## config.mk

```make
export PLATFORM = sky130hd
export DESIGN_NAME = rgb_pwm_ctrl
export DESIGN_NICKNAME = d
export VERILOG_FILES = /design/src/rtl/rgb_pwm_pkg.sv /design/src/rtl/rgb_pwm_chan.sv /design/src/rtl/rgb_pwm_ctrl.sv
export SDC_FILE = /design/constraint.sdc
export NUM_CORES = 1
export LEC_CHECK = 0
export BUFFER_PORTS_ARGS = -buffer_cell sky130_fd_sc_hd__buf_2
export CORE_MARGIN = 3
export CORE_UTILIZATION = 25
export DETAILED_ROUTE_END_ITERATION = 10
export GPL_TIMING_DRIVEN = 0
export MAX_ROUTING_LAYER = met4
export PLACE_DENSITY = 0.49
export RECOVER_POWER = 100
export SYNTH_ARGS = -nofsm -noshare
export SYNTH_HDL_FRONTEND = slang
export SYNTH_SLANG_ARGS = --single-unit
```

## constraint.sdc

```tcl
create_clock -name clk -period 3.2 [get_ports clk]
set_input_delay 0.64 -clock clk [delete_from_list [all_inputs] [get_ports clk]]
set_output_delay 0.64 -clock clk [all_outputs]
set_load 0.02 [all_outputs]
```

## src/rtl/rgb_pwm_pkg.sv

```systemverilog
// Shared constants and types for the RGB PWM controller: register map,
// FSM states, channel indices and the 8-bit duty type.
package rgb_pwm_pkg;

  localparam logic [1:0] ADDR_DUTY = 2'd0;
  localparam logic [1:0] ADDR_FADE = 2'd1;
  localparam logic [1:0] ADDR_CTRL = 2'd2;
  localparam logic [1:0] ADDR_RSVD = 2'd3;

  localparam int CH_BLUE  = 0;
  localparam int CH_GREEN = 1;
  localparam int CH_RED   = 2;
  localparam int NUM_CH   = 3;

  typedef logic [7:0] duty_t;

  typedef enum logic {
    ST_IDLE = 1'b0,
    ST_FADE = 1'b1
  } state_e;

  // Move one code toward the target; equal values hold, so no overshoot or wrap.
  function automatic duty_t step_toward(input duty_t cur, input duty_t tgt);
    duty_t res;
    res = cur;
    if (cur < tgt) begin
      res = cur + 8'd1;
    end else if (cur > tgt) begin
      res = cur - 8'd1;
    end else begin
      res = cur;
    end
    return res;
  endfunction

endpackage

```

## src/rtl/rgb_pwm_chan.sv

```systemverilog
// One PWM colour channel: working/applied/target duty registers,
// fade step logic and the registered duty compare.
module rgb_pwm_chan
  import rgb_pwm_pkg::*;
(
  input  logic  clk,
  input  logic  rst,
  input  logic  set_duty,
  input  logic  set_fade,
  input  logic  step_en,
  input  logic  load_act,
  input  duty_t wr_val,
  input  duty_t pwm_cnt,
  input  logic  enable,
  input  logic  invert,
  output logic  pwm_o,
  output logic  at_target
);

  duty_t cur_q, cur_d;
  duty_t act_q, act_d;
  duty_t tgt_q, tgt_d;
  logic  pwm_q, pwm_d;

  always_comb begin
    cur_d = cur_q;
    tgt_d = tgt_q;
    act_d = act_q;
    if (set_duty) begin
      cur_d = wr_val;
      tgt_d = wr_val;
    end else if (set_fade) begin
      tgt_d = wr_val;
    end else if (step_en) begin
      cur_d = step_toward(cur_q, tgt_q);
    end else begin
      cur_d = cur_q;
    end
    // act samples the pre-step cur so a whole period uses one duty
    if (load_act) begin
      act_d = cur_q;
    end else begin
      act_d = act_q;
    end
    pwm_d = (enable & (pwm_cnt < act_q)) ^ invert;
  end

  always_ff @(posedge clk or posedge rst) begin
    if (rst) begin
      cur_q <= 8'd0;
      act_q <= 8'd0;
      tgt_q <= 8'd0;
      pwm_q <= 1'b0;
    end else begin
      cur_q <= cur_d;
      act_q <= act_d;
      tgt_q <= tgt_d;
      pwm_q <= pwm_d;
    end
  end

  assign pwm_o     = pwm_q;
  assign at_target = (cur_q == tgt_q);

endmodule

```

## src/rtl/rgb_pwm_ctrl.sv

```systemverilog
// RGB PWM controller top: register decode, prescaler, 8-bit PWM counter,
// fade FSM and three colour channels.
module rgb_pwm_ctrl
  import rgb_pwm_pkg::*;
#(
  parameter int PRESCALE = 47,
  parameter int FADE_DIV = 16
) (
  input  logic        clk,
  input  logic        rst,
  input  logic        wr_en,
  input  logic [1:0]  wr_addr,
  input  logic [31:0] wr_data,
  output logic [2:0]  pwm_out,
  output logic        busy,
  output logic        done
);

  localparam int PW = (PRESCALE > 0) ? $clog2(PRESCALE + 1) : 1;
  localparam logic [PW-1:0] PRESC_LAST = PW'(PRESCALE);
  localparam logic [7:0]    FADE_LAST  = 8'(FADE_DIV - 1);

  logic [PW-1:0] presc_q, presc_d;
  duty_t         pwm_cnt_q, pwm_cnt_d;
  logic [7:0]    step_cnt_q, step_cnt_d;
  state_e        state_q, state_d;
  logic          en_q, en_d;
  logic          inv_q, inv_d;
  logic          done_q, done_d;

  logic          tick, wrap, step_en;
  logic          wr_duty, wr_fade, wr_ctrl;
  logic [NUM_CH-1:0] at_target;
  logic [NUM_CH-1:0] pwm_ch;
  logic          unused_wr_bits;

  assign unused_wr_bits = ^wr_data[31:24];

  always_comb begin
    tick      = (presc_q == PRESC_LAST);
    presc_d   = tick ? '0 : presc_q + PW'(1);
    pwm_cnt_d = tick ? pwm_cnt_q + 8'd1 : pwm_cnt_q;
    wrap      = tick && (pwm_cnt_q == 8'hFF);

    wr_duty = wr_en && (wr_addr == ADDR_DUTY);
    wr_fade = wr_en && (wr_addr == ADDR_FADE);
    wr_ctrl = wr_en && (wr_addr == ADDR_CTRL);

    // CTRL feeds the output compare directly so it lands one cycle after the write
    en_d  = wr_ctrl ? wr_data[0] : en_q;
    inv_d = wr_ctrl ? wr_data[1] : inv_q;
  end

  always_comb begin
    state_d    = state_q;
    step_cnt_d = step_cnt_q;
    done_d     = 1'b0;
    step_en    = 1'b0;
    case (state_q)
      ST_IDLE: begin
        step_cnt_d = 8'd0;
        if (wr_fade) begin
          state_d = ST_FADE;
        end else begin
          state_d = ST_IDLE;
        end
      end
      ST_FADE: begin
        if (wrap) begin
          step_cnt_d = (step_cnt_q == FADE_LAST) ? 8'd0 : step_cnt_q + 8'd1;
        end else begin
          step_cnt_d = step_cnt_q;
        end
        // any write wins over the step and over completion in this cycle
        if (wr_duty) begin
          state_d    = ST_IDLE;
          step_cnt_d = 8'd0;
        end else if (wr_fade || wr_ctrl) begin
          state_d = ST_FADE;
        end else if (&at_target) begin
          state_d    = ST_IDLE;
          step_cnt_d = 8'd0;
          done_d     = 1'b1;
        end else begin
          step_en = wrap && (step_cnt_q == FADE_LAST);
        end
      end
      default: begin
        state_d    = ST_IDLE;
        step_cnt_d = 8'd0;
      end
    endcase
  end

  always_ff @(posedge clk or posedge rst) begin
    if (rst) begin
      presc_q    <= '0;
      pwm_cnt_q  <= 8'd0;
      step_cnt_q <= 8'd0;
      state_q    <= ST_IDLE;
      en_q       <= 1'b0;
      inv_q      <= 1'b0;
      done_q     <= 1'b0;
    end else begin
      presc_q    <= presc_d;
      pwm_cnt_q  <= pwm_cnt_d;
      step_cnt_q <= step_cnt_d;
      state_q    <= state_d;
      en_q       <= en_d;
      inv_q      <= inv_d;
      done_q     <= done_d;
    end
  end

  for (genvar i = 0; i < NUM_CH; i++) begin : g_chan
    rgb_pwm_chan u_chan (
      .clk       (clk),
      .rst       (rst),
      .set_duty  (wr_duty),
      .set_fade  (wr_fade),
      .step_en   (step_en),
      .load_act  (wrap),
      .wr_val    (wr_data[8*i +: 8]),
      .pwm_cnt   (pwm_cnt_q),
      .enable    (en_d),
      .invert    (inv_d),
      .pwm_o     (pwm_ch[i]),
      .at_target (at_target[i])
    );
  end

  assign pwm_out = pwm_ch;
  assign busy    = (state_q == ST_FADE);
  assign done    = done_q;

endmodule

```

# Yosys cells after proc, flatten, opt, wreduce, memory -nomap -nowiden
# Index checks and enable logic that the tools add are counted.
[op_classes] n_addsub=9 reduce_logical=16 order_cmp=9 n_mux=43 n_eq_ne=9 bitwise=7
[ops] cell="8-bit two-way mux" count=26
[ops] cell="8-bit < comparator" count=6
[ops] cell="8-bit by 1-bit adder with 8-bit output (second input constant)" count=5
[ops] cell="8-bit equality test" count=3
[ops] cell="8-bit > comparator" count=3
[ops] cell="8-bit by 1-bit subtractor with 8-bit output (second input constant)" count=3
[ops] cell="8-bit one-hot mux with 2 select lines" count=1
[ops] cell="1-bit two-way mux" count=14
[ops] cell="3-bit AND reduction" count=4
[ops] cell="3-bit nonzero test" count=3
[ops] cell="8-bit by 4-bit equality test with 1-bit output (second input constant)" count=1
[ops] cell="8-bit equality test (second input constant)" count=1
[ops] cell="6-bit by 1-bit adder with 6-bit output (second input constant)" count=1
[ops] cell="6-bit equality test (second input constant)" count=1
[ops] cell="6-bit two-way mux" count=1
[ops] cell="1-bit logical AND" count=5
[ops] cell="2-bit nonzero test" count=2
[ops] cell="1-bit AND" count=3
[ops] cell="1-bit bitwise XOR" count=3
[ops] cell="2-bit by 1-bit equality test with 1-bit output (second input constant)" count=1
[ops] cell="2-bit equality test (second input constant)" count=1
[ops] cell="2-bit zero test" count=1
[ops] cell="2-bit by 1-bit inequality test with 1-bit output (second input constant)" count=1
[ops] cell="1-bit one-hot mux with 2 select lines" count=1
[ops] cell="2 further kinds" count=2
[totals] register_bits=101 input_bits=37 word_cells=112

# Depth between registers and ports, before layout
# Gate-level depths: netlist of the first run.
[logic_depth] word_depth=10 ltp_mapped=13

# Modules after synthesis
# A second synthesis of the first run with hierarchy kept.
[hier_totals] cells_unflattened=622 hier_area_um2=6291.0
[modules_own_cells] mod="rgb_pwm_chan" seq_area_each_um2=625.6 area_per_inst_um2=1670.4 instances=3 cells_per_inst=167
[modules_own_cells] mod="rgb_pwm_ctrl" seq_area_each_um2=650.6 area_per_inst_um2=1280.0 instances=1 cells_per_inst=121

# Worst setup path after synthesis of the first run
# Ideal clock, no wire load.
[synth_path] kind="reg2reg" startpoint="register g_chan[1].u_chan.cur_q[1]" endpoint="register g_chan[1].u_chan.cur_q[7]" stages_incl_launch_ff=12 path_buffers=0 arrival_ns=3.276 t_required_ns=3.072 synth_period_minus_slack_ns=3.403 path_slack_ns=-0.203 cell_sequence="dfrtp_1 -> ha_1 -> nand3_1 -> o221a_2 -> o31ai_1 -> ha_1 -> a21oi_1 -> o211ai_1 -> o41ai_1 -> xnor2_1 -> a222oi_1 -> nand2_1"
[synth_via] elab_chain_cells=8 elab_cells_between_ends=18 classes_between="add/sub: 2; order compare: 2; eq/ne: 1; mux: 9; reduce/logical: 4"
[synth_rtl] element="start, declared" line_no="rgb_pwm_chan.sv:20" rtl="duty_t cur_q, cur_d;"
[synth_rtl] element="start signal, assigned" line_no="rgb_pwm_chan.sv:55" rtl="cur_q <= cur_d;"
[synth_rtl] element="branches (longest 8 deep; another with 8-bit by 1-bit subtractor with 8-bit output)"
# Several ways; the timed one is not identified. The select of a mux whose other input is x is not followed.
# A chain may end at the register's enable or synchronous reset.

# Worst setup path after layout of the first run
[layout_path] startpoint="register g_chan[2].u_chan.cur_q[1]" endpoint="register g_chan[2].u_chan.cur_q[7]"
[layout_via] elab_chain_cells=8 elab_cells_between_ends=18 classes_between="add/sub: 2; order compare: 2; eq/ne: 1; mux: 9; reduce/logical: 4"
[layout_rtl] element="start, declared" line_no="rgb_pwm_chan.sv:20"
[layout_rtl] element="start signal, assigned" line_no="rgb_pwm_chan.sv:55"
[layout_rtl] element="branches (longest 8 deep; another with 8-bit by 1-bit subtractor with 8-bit output)"
# Several ways; the timed one is not identified. The select of a mux whose other input is x is not followed.

==> results.cfg, run 1 <==
[worst_setup_path]
end_kind = flip-flop
path_max_fanout = 8
timing.critical_path.cells = ha_1, nor2b_1, o211a_1, o21bai_4, nand2_4, ha_4, nand3_1, o2111a_1, nor3_4, nand3_2, a31o_1, a211o_1
worst-setup-path-type = flip-flop to flip-flop
crit_path_max_incr_delay_ps = 420
worstSetupStartpointType = flip-flop
crit_cells = 12
path_delay_family = compound AO/OA/AOI/OAI gates
required_ps = 3440
path_buf_inv = 0
rr_worst_depth = 12
critPathSlowestCell = dfrtp_2
critPathArrivalTime_ps = 3320

[timing]
fin_crit_ps = 3080
finalHoldViolCount = 0
slew_violations = 35
fmax_ghz = 0.324
setup_viol = 0
worstMarginPinSlew_ps = 1730
rsz0062_at_grt = true
fin_worst_skew_ps = 19.7
slew_headroom = -0.151
timing.final.crit_share = 0.964

[floorplan]
coreArea_um2 = 24400
start_util = 0.255
pin_count = 42
fp-row-count = 57
dieArea_um2 = 26800
die_h_um = 164
die_w_um = 164

[power]
switchingPower_mw = 2.35
power_frac_comb = 0.523
power.total_mw = 5.95
power.leakage_nw = 3.33
irDropWorstVdd_uv = 545
swShare = 0.394
internal_power_mw = 3.61
powerDensity_nw_per_um2 = 808
seqPwrFrac = 0.286
pwr-share-clk = 0.190

[synthesis]
syn_nets = 777
synthTopCellsByArea = dfrtp_1 41%, ha_1 14%, nand2_1 5.4%
ys.flop_type = dfrtp_1
yosysWarnings = 0
yosysMostFrequentCell = dfrtp_1
postSynthCellCount = 668
synth_edf_count = 0
synth_cell_types = 56
syn_avg_cell_area_um2 = 9.32
synthTopCellsByCount = 101 x dfrtp_1, 89 x nand2_1, 69 x ha_1
synth-seq-area-share = 0.406
ys_seq_elements = 101
async_flop_share = 1.00
synth_top_area_share = 0.406
netlist_area_um2 = 6220
yosysTopAreaCell = dfrtp_1

[detailed_routing]
met2_length_um = 7800
firstDrtPassIters = 4
vias_per_cell = 4.56
vias = 4804
drtAntennaViolNets = 0
routed-wl-met3_um = 377
totalWireLength_um = 16400
drc = 0
drtIter0Drc = 267
wl_met1_um = 8010
wire_per_inst_um = 15.6
routed.top_layer = met4

[placed_design]
hpwl_um = 12100
io_buffers = 33
place_congestion = 0.781
dp_cells = 1028

[clocking]
clk_latency_ps = 360
cts-root-buf = clkbuf_16
cts_buffer_depth = 2
numCtsBuffers = 9
cts_max_level = 3
clkTransAtPathRegs_ps = 70
tritoncts = done
clkSinkCount = 101

[run_status]
violations = capacitance limit, slew limit
status = finished with violations

[global_route]
grt_max_degree = 36
grt_usage = 0.130
grt_pass1_vias = 4855
grt_first_pass_wirelength_um = 26300
antenna_found_initial = 0
overflow = 0

[run]
maxCapViolations = 1

[finish]
fin_nets = 834
insertedDiodeCount = 0
drive_gt1_frac = 0.130
fin_cells = 1054
area_delta_synth_final_pct = 18.4
fillCellCount = 2596

[worst_hold_path]
worstHoldPathType = primary input to async pin
[per-stage QoR]
stage / TNS, ps / worst slack (ps) / cell area [µm²] / utilization / hold WS, ps
6_report: 0 / 115 / 7370 / 0.302 / 377
2_1_floorplan: 0 / 69.1 / 6230 / - / 475
3_3_place_gp: -9920 / -677 / 6800 / 0.279 / 505
5_1_grt: -95.1 / -35.5 / 7370 / 0.302 / 430
4_1_cts: 0 / 5.22 / 7300 / 0.299 / 310
3_5_place_dp: -10780 / -729 / 6860 / 0.281 / 506
[routing by layer]
layer | vias up | GRT usage
li1 | 2441 | -
met1 | 2317 | 0.173
met2 | 38 | 0.208
met3 | 8 | 0.0202
met4 | 0 | 0.0361
met5 | - | -
[power by group through the flow]
stage | sequential [mW] | combinational [mW] | clock, mW
global placement | 1.73 | 2.65 | 0
finish | 1.70 | 3.12 | 1.13
CTS | 1.72 | 2.93 | 1.17
floorplan | 1.63 | 2.21 | 0
detailed placement | 1.73 | 2.68 | 0
global route | 1.73 | 3.53 | 1.21
[final cells by class]
class | instances | area (µm²) | share of cell area
multi-input combinational | 483 | 3540 | 0.480
buffer | 22 | 98.8 | 0.0134
clock buffer | 13 | 250 | 0.0340
inverter | 62 | 234 | 0.0318
tap | 324 | 405 | 0.0550
sequential | 101 | 2530 | 0.344
timing repair buffer | 46 | 268 | 0.0363
clock inverter | 3 | 43.8 | 0.00594
[kinds of logic (layout without fill, tap and decap cells)]
kind of cell | after synthesis | in the layout | share of synthesized area
AO/OA/AOI/OAI | 162 | 162 | 0.168
multiplexers | 17 | 17 | 0.0288
flip-flops | 101 | 101 | 0.406
XOR/XNOR | 32 | 32 | 0.0450
adder cells (fa/ha/maj) | 72 | 72 | 0.148
AND/OR/NAND/NOR | 200 | 200 | 0.151
buffers and inverters | 84 | 146 | 0.0527
[flip-flops by register name, indices dropped and copies added (netlist names)]
register / count
en_q: 1
busy: 1
pwm_cnt_q: 8
g_chan.u_chan.cur_q: 24
step_cnt_q: 8
done: 1
g_chan.u_chan.tgt_q: 24
g_chan.u_chan.act_q: 24
g_chan.u_chan.pwm_o: 3
inv_q: 1
presc_q: 6
[final timing paths]
| kind | to | slack [ps] | startpoint |
|---|---|---|---|
| min reg2reg | g_chan[0].u_chan.tgt_q[0]$_DFFE_PP0P_ | 520 | g_chan[0].u_chan.tgt_q[0]$_DFFE_PP0P_ |
| min in group clk | g_chan[1].u_chan.tgt_q[5]$_DFFE_PP0P_ | 500 | wr_data[13] |
| max | g_chan[2].u_chan.cur_q[7]$_DFFE_PP0P_ | 120 | g_chan[2].u_chan.cur_q[1]$_DFFE_PP0P_ |
| min | g_chan[0].u_chan.tgt_q[5]$_DFFE_PP0P_ | 380 | rst |
| max in group asynchronous | g_chan[0].u_chan.cur_q[1]$_DFFE_PP0P_ | 570 | rst |
| max reg2reg | g_chan[2].u_chan.cur_q[7]$_DFFE_PP0P_ | 120 | g_chan[2].u_chan.cur_q[1]$_DFFE_PP0P_ |
[repair_timing]
action | CTS | global route
gates resized for setup | 21 | 11
endpoints found under the setup margin | 20 | 6
setup buffers | 2 | 8
hold buffers | 0 | 0
pin swaps | 2 | 10
[layout by cell type, fill, tap and decap left out, types with 3 or more instances in the layout]
cell and instances:
nand3_1 19, clkbuf_16 9, clkbuf_2 4, xnor2_1 24
a21oi_1 30, nor2_1 32, fa_1 3, o21bai_1 3
dfrtp_2 3, nand4_1 9, a31oi_1 3, ha_4 7
xor2_1 8, o21ai_0 55, nand3b_1 3, a41oi_1 3
dfrtp_1 98, mux2i_1 10, inv_1 61, o21ai_1 9
buf_4 13, mux2_2 7, buf_2 26, o31ai_1 4
o211ai_1 5, a21o_1 18, nand2b_1 5, a21oi_2 4
ha_1 62, nor2b_1 7, clkbuf_1 26, nor3b_1 9
nor3_1 10, nand2_1 87
Power figures use the tool's default switching activity.
==> inputs of run 2 (changes only) <==
--- a/config.mk
+++ b/config.mk
@@ -6,6 +6,7 @@
 export NUM_CORES = 1
 export LEC_CHECK = 0
 export BUFFER_PORTS_ARGS = -buffer_cell sky130_fd_sc_hd__buf_2
+export CORE_ASPECT_RATIO = 1.25
 export CORE_MARGIN = 3
 export CORE_UTILIZATION = 25
 export DETAILED_ROUTE_END_ITERATION = 10
@@ -15,4 +16,5 @@
 export RECOVER_POWER = 100
 export SYNTH_ARGS = -nofsm -noshare
 export SYNTH_HDL_FRONTEND = slang
+export SYNTH_HIERARCHICAL = 1
 export SYNTH_SLANG_ARGS = --single-unit
==> results.cfg, run 2 <==
[timing]
fin_crit_ps = 3100
slew_headroom = 0.323
fin_setup_tns_ps = 0
timing.final.crit_share = 0.969
slew_violations = 0
fin_worst_skew_ps = 10.6
rsz0062_at_grt = true
worstMarginPinSlew_ps = 1010
setup_viol = 0
fmax_ghz = 0.323
finalHoldViolCount = 0

[clocking]
cts_buffer_depth = 2
numCtsBuffers = 9
tritoncts = done
cts-root-buf = clkbuf_16
clk_latency_ps = 360
cts_max_level = 3
clkSinkCount = 101
clkTransAtPathRegs_ps = 70
ctsHoldBuffers = 0

[worst_setup_path]
worst-setup-path-type = flip-flop to flip-flop
worstSetupStartpointType = flip-flop
r2r_start = g_chan[2].u_chan/cur_q[3]$_DFFE_PP0P_
critPathArrivalTime_ps = 3340
end_kind = flip-flop
path_max_fanout = 8
crit_start = g_chan[2].u_chan/cur_q[3]$_DFFE_PP0P_
required_ps = 3440

[floorplan]
start_util = 0.256
fp-row-count = 64
pin_count = 42
dieArea_um2 = 27100
die_h_um = 183
coreArea_um2 = 24600
die_w_um = 148

[synthesis]
async_flop_share = 1.00
syn_avg_cell_area_um2 = 10.1
synth-seq-area-share = 0.402
synthTopCellsByArea = dfrtp_1 40%, ha_1 14%, mux2_2 5.4%
syn_nets = 731
yosysTopAreaCell = dfrtp_1
synthTopCellsByCount = 101 x dfrtp_1, 77 x nand2_1, 69 x ha_1
netlist_area_um2 = 6290
postSynthCellCount = 622
synth_edf_count = 0
ys.flop_type = dfrtp_1
synth_top_area_share = 0.402
synth_cell_types = 48
yosysWarnings = 6
yosysMostFrequentCell = dfrtp_1
ys_seq_elements = 101

[run]
maxCapViolations = 0

[finish]
fin_cells = 1024
top_regs = g_chan.u_chan/act_q: 24 flops, g_chan.u_chan/cur_q: 24 flops, g_chan.u_chan/tgt_q: 24 flops
final_cell_mix = 95 x dfrtp_1, 77 x nand2_1, 62 x inv_1
fin_nets = 798
area_delta_synth_final_pct = 19.7
drive_gt1_frac = 0.218
mostFrequentLayoutCell = dfrtp_1
insertedDiodeCount = 0
fin_util = 0.306

[power]
switchingPower_mw = 1.58
power.total_mw = 4.66
irDropWorstVdd_uv = 284
power.leakage_nw = 3.29
powerDensity_nw_per_um2 = 618
pwr-share-clk = 0.278
internal_power_mw = 3.08
swShare = 0.339
seqPwrFrac = 0.329
power_frac_comb = 0.393

[detailed_routing]
wire_per_inst_um = 13.1
drc = 0
vias_per_cell = 4.32
totalWireLength_um = 13400
drtAntennaViolNets = 0
drtIter0Drc = 159
vias = 4421
firstDrtPassIters = 4

[worst_hold_path]
holdCritStartpoint = step_cnt_q[7]$_DFF_PP0_
worstHoldPathType = flip-flop to flip-flop

[placed_design]
io_buffers = 33
hpwl_um = 10100
dp_cells = 985
place_congestion = 0.742

[global_route]
grt_usage = 0.108
grt_max_degree = 27
antenna_found_initial = 0
grt_first_pass_wirelength_um = 22600
overflow = 0
grt_pass1_vias = 4583

[run_status]
status = finished, final reports clean
## run 2: cell types whose count changed after synthesis, moves of 10 or more
| cell | previous run | this run |
|---|---|---|
| xnor2_1 | 24 | 14 |
| nand2_1 | 89 | 77 |
| mux2_2 | 7 | 30 |
| o21ai_1 | 15 | 27 |
| o21ai_0 | 47 | 30 |
| clkbuf_1 | 16 | 6 |
| nor2_1 | 32 | 19 |
| xor2_1 | 8 | 19 |
| nor3_1 | 13 | 2 |
## run 2: layout make-up
class,instances,area (µm²)
fill,2565,17100
multi-input combinational,449,3630
sequential,101,2530
tap,330,413
timing repair buffer,56,332
inverter,62,233
clock buffer,9,225
clock inverter,7,123
buffer,10,47.5
## run 2: worst max-delay path, cell delays in order, from the launching register on
cell,delay (ps)
dfrtp_2,450
ha_1,310
nand2_1,110
o21a_2,250
o21ai_4,300
ha_1,300
a21oi_2,160
o2111ai_2,170
a21o_1,210
a21oi_2,140
xnor2_1,160
nor2_1,70
or3b_1,340
## run 2: final timing paths
check                                                        end  slack [ps]  depth (start not counted)
hold / removal                           step_cnt_q[7]$_DFF_PP0_         500                          1
setup / recovery           g_chan[2].u_chan/cur_q[7]$_DFFE_PP0P_         100                         12
max in group asynchronous  g_chan[0].u_chan/cur_q[5]$_DFFE_PP0P_        1940                          2
setup reg to reg           g_chan[2].u_chan/cur_q[7]$_DFFE_PP0P_         100                         12
min in group asynchronous  g_chan[2].u_chan/act_q[7]$_DFFE_PP0P_         580                          2
hold reg to reg                          step_cnt_q[7]$_DFF_PP0_         500                          1
## run 2: logic make-up (layout without fill, tap and decap cells)
kind of cell / Yosys count / count (layout) / synth area share
AO/OA/AOI/OAI: 135 / 135 / 0.144
XOR/XNOR: 33 / 33 / 0.0459
adder cells (fa/ha/maj): 72 / 72 / 0.147
buffers and inverters: 72 / 144 / 0.0493
flip-flops: 101 / 101 / 0.402
multiplexers: 49 / 49 / 0.0839
AND/OR/NAND/NOR: 160 / 160 / 0.128
## run 2: repair_timing
item                                    4_1_cts  5_1_grt
gates resized for setup                       8       19
pin swaps                                     0       11
buffers inserted                              8       15
endpoints found under the setup margin       24       20
endpoints found under the hold margin         0        0
## run 2: power by group through the flow
stage,combinational (mW),clock [mW],sequential (mW)
detailed placement,1.58,0,1.55
finish,1.83,1.29,1.53
global placement,1.55,0,1.55
CTS,1.64,1.34,1.52
global route,2.06,1.40,1.56
floorplan,1.29,0,1.52
## run 2: per-stage QoR
step,instance area [µm²],worst slack (ps),hold WS [ps]
6_report,7530,101,497
5_1_grt,7530,-25.3,502
4_1_cts,7340,23.9,493
3_5_place_dp,6870,-503,493
3_3_place_gp,6870,-546,488
2_1_floorplan,6290,125,461
## run 2: metal layers
layer,GRT usage,vias up,wire length [µm]
li1,-,2292,-
met1,0.126,2087,6160
met2,0.186,32,6680
met3,0.0225,10,355
met4,0.0333,0,204
met5,-,-,0
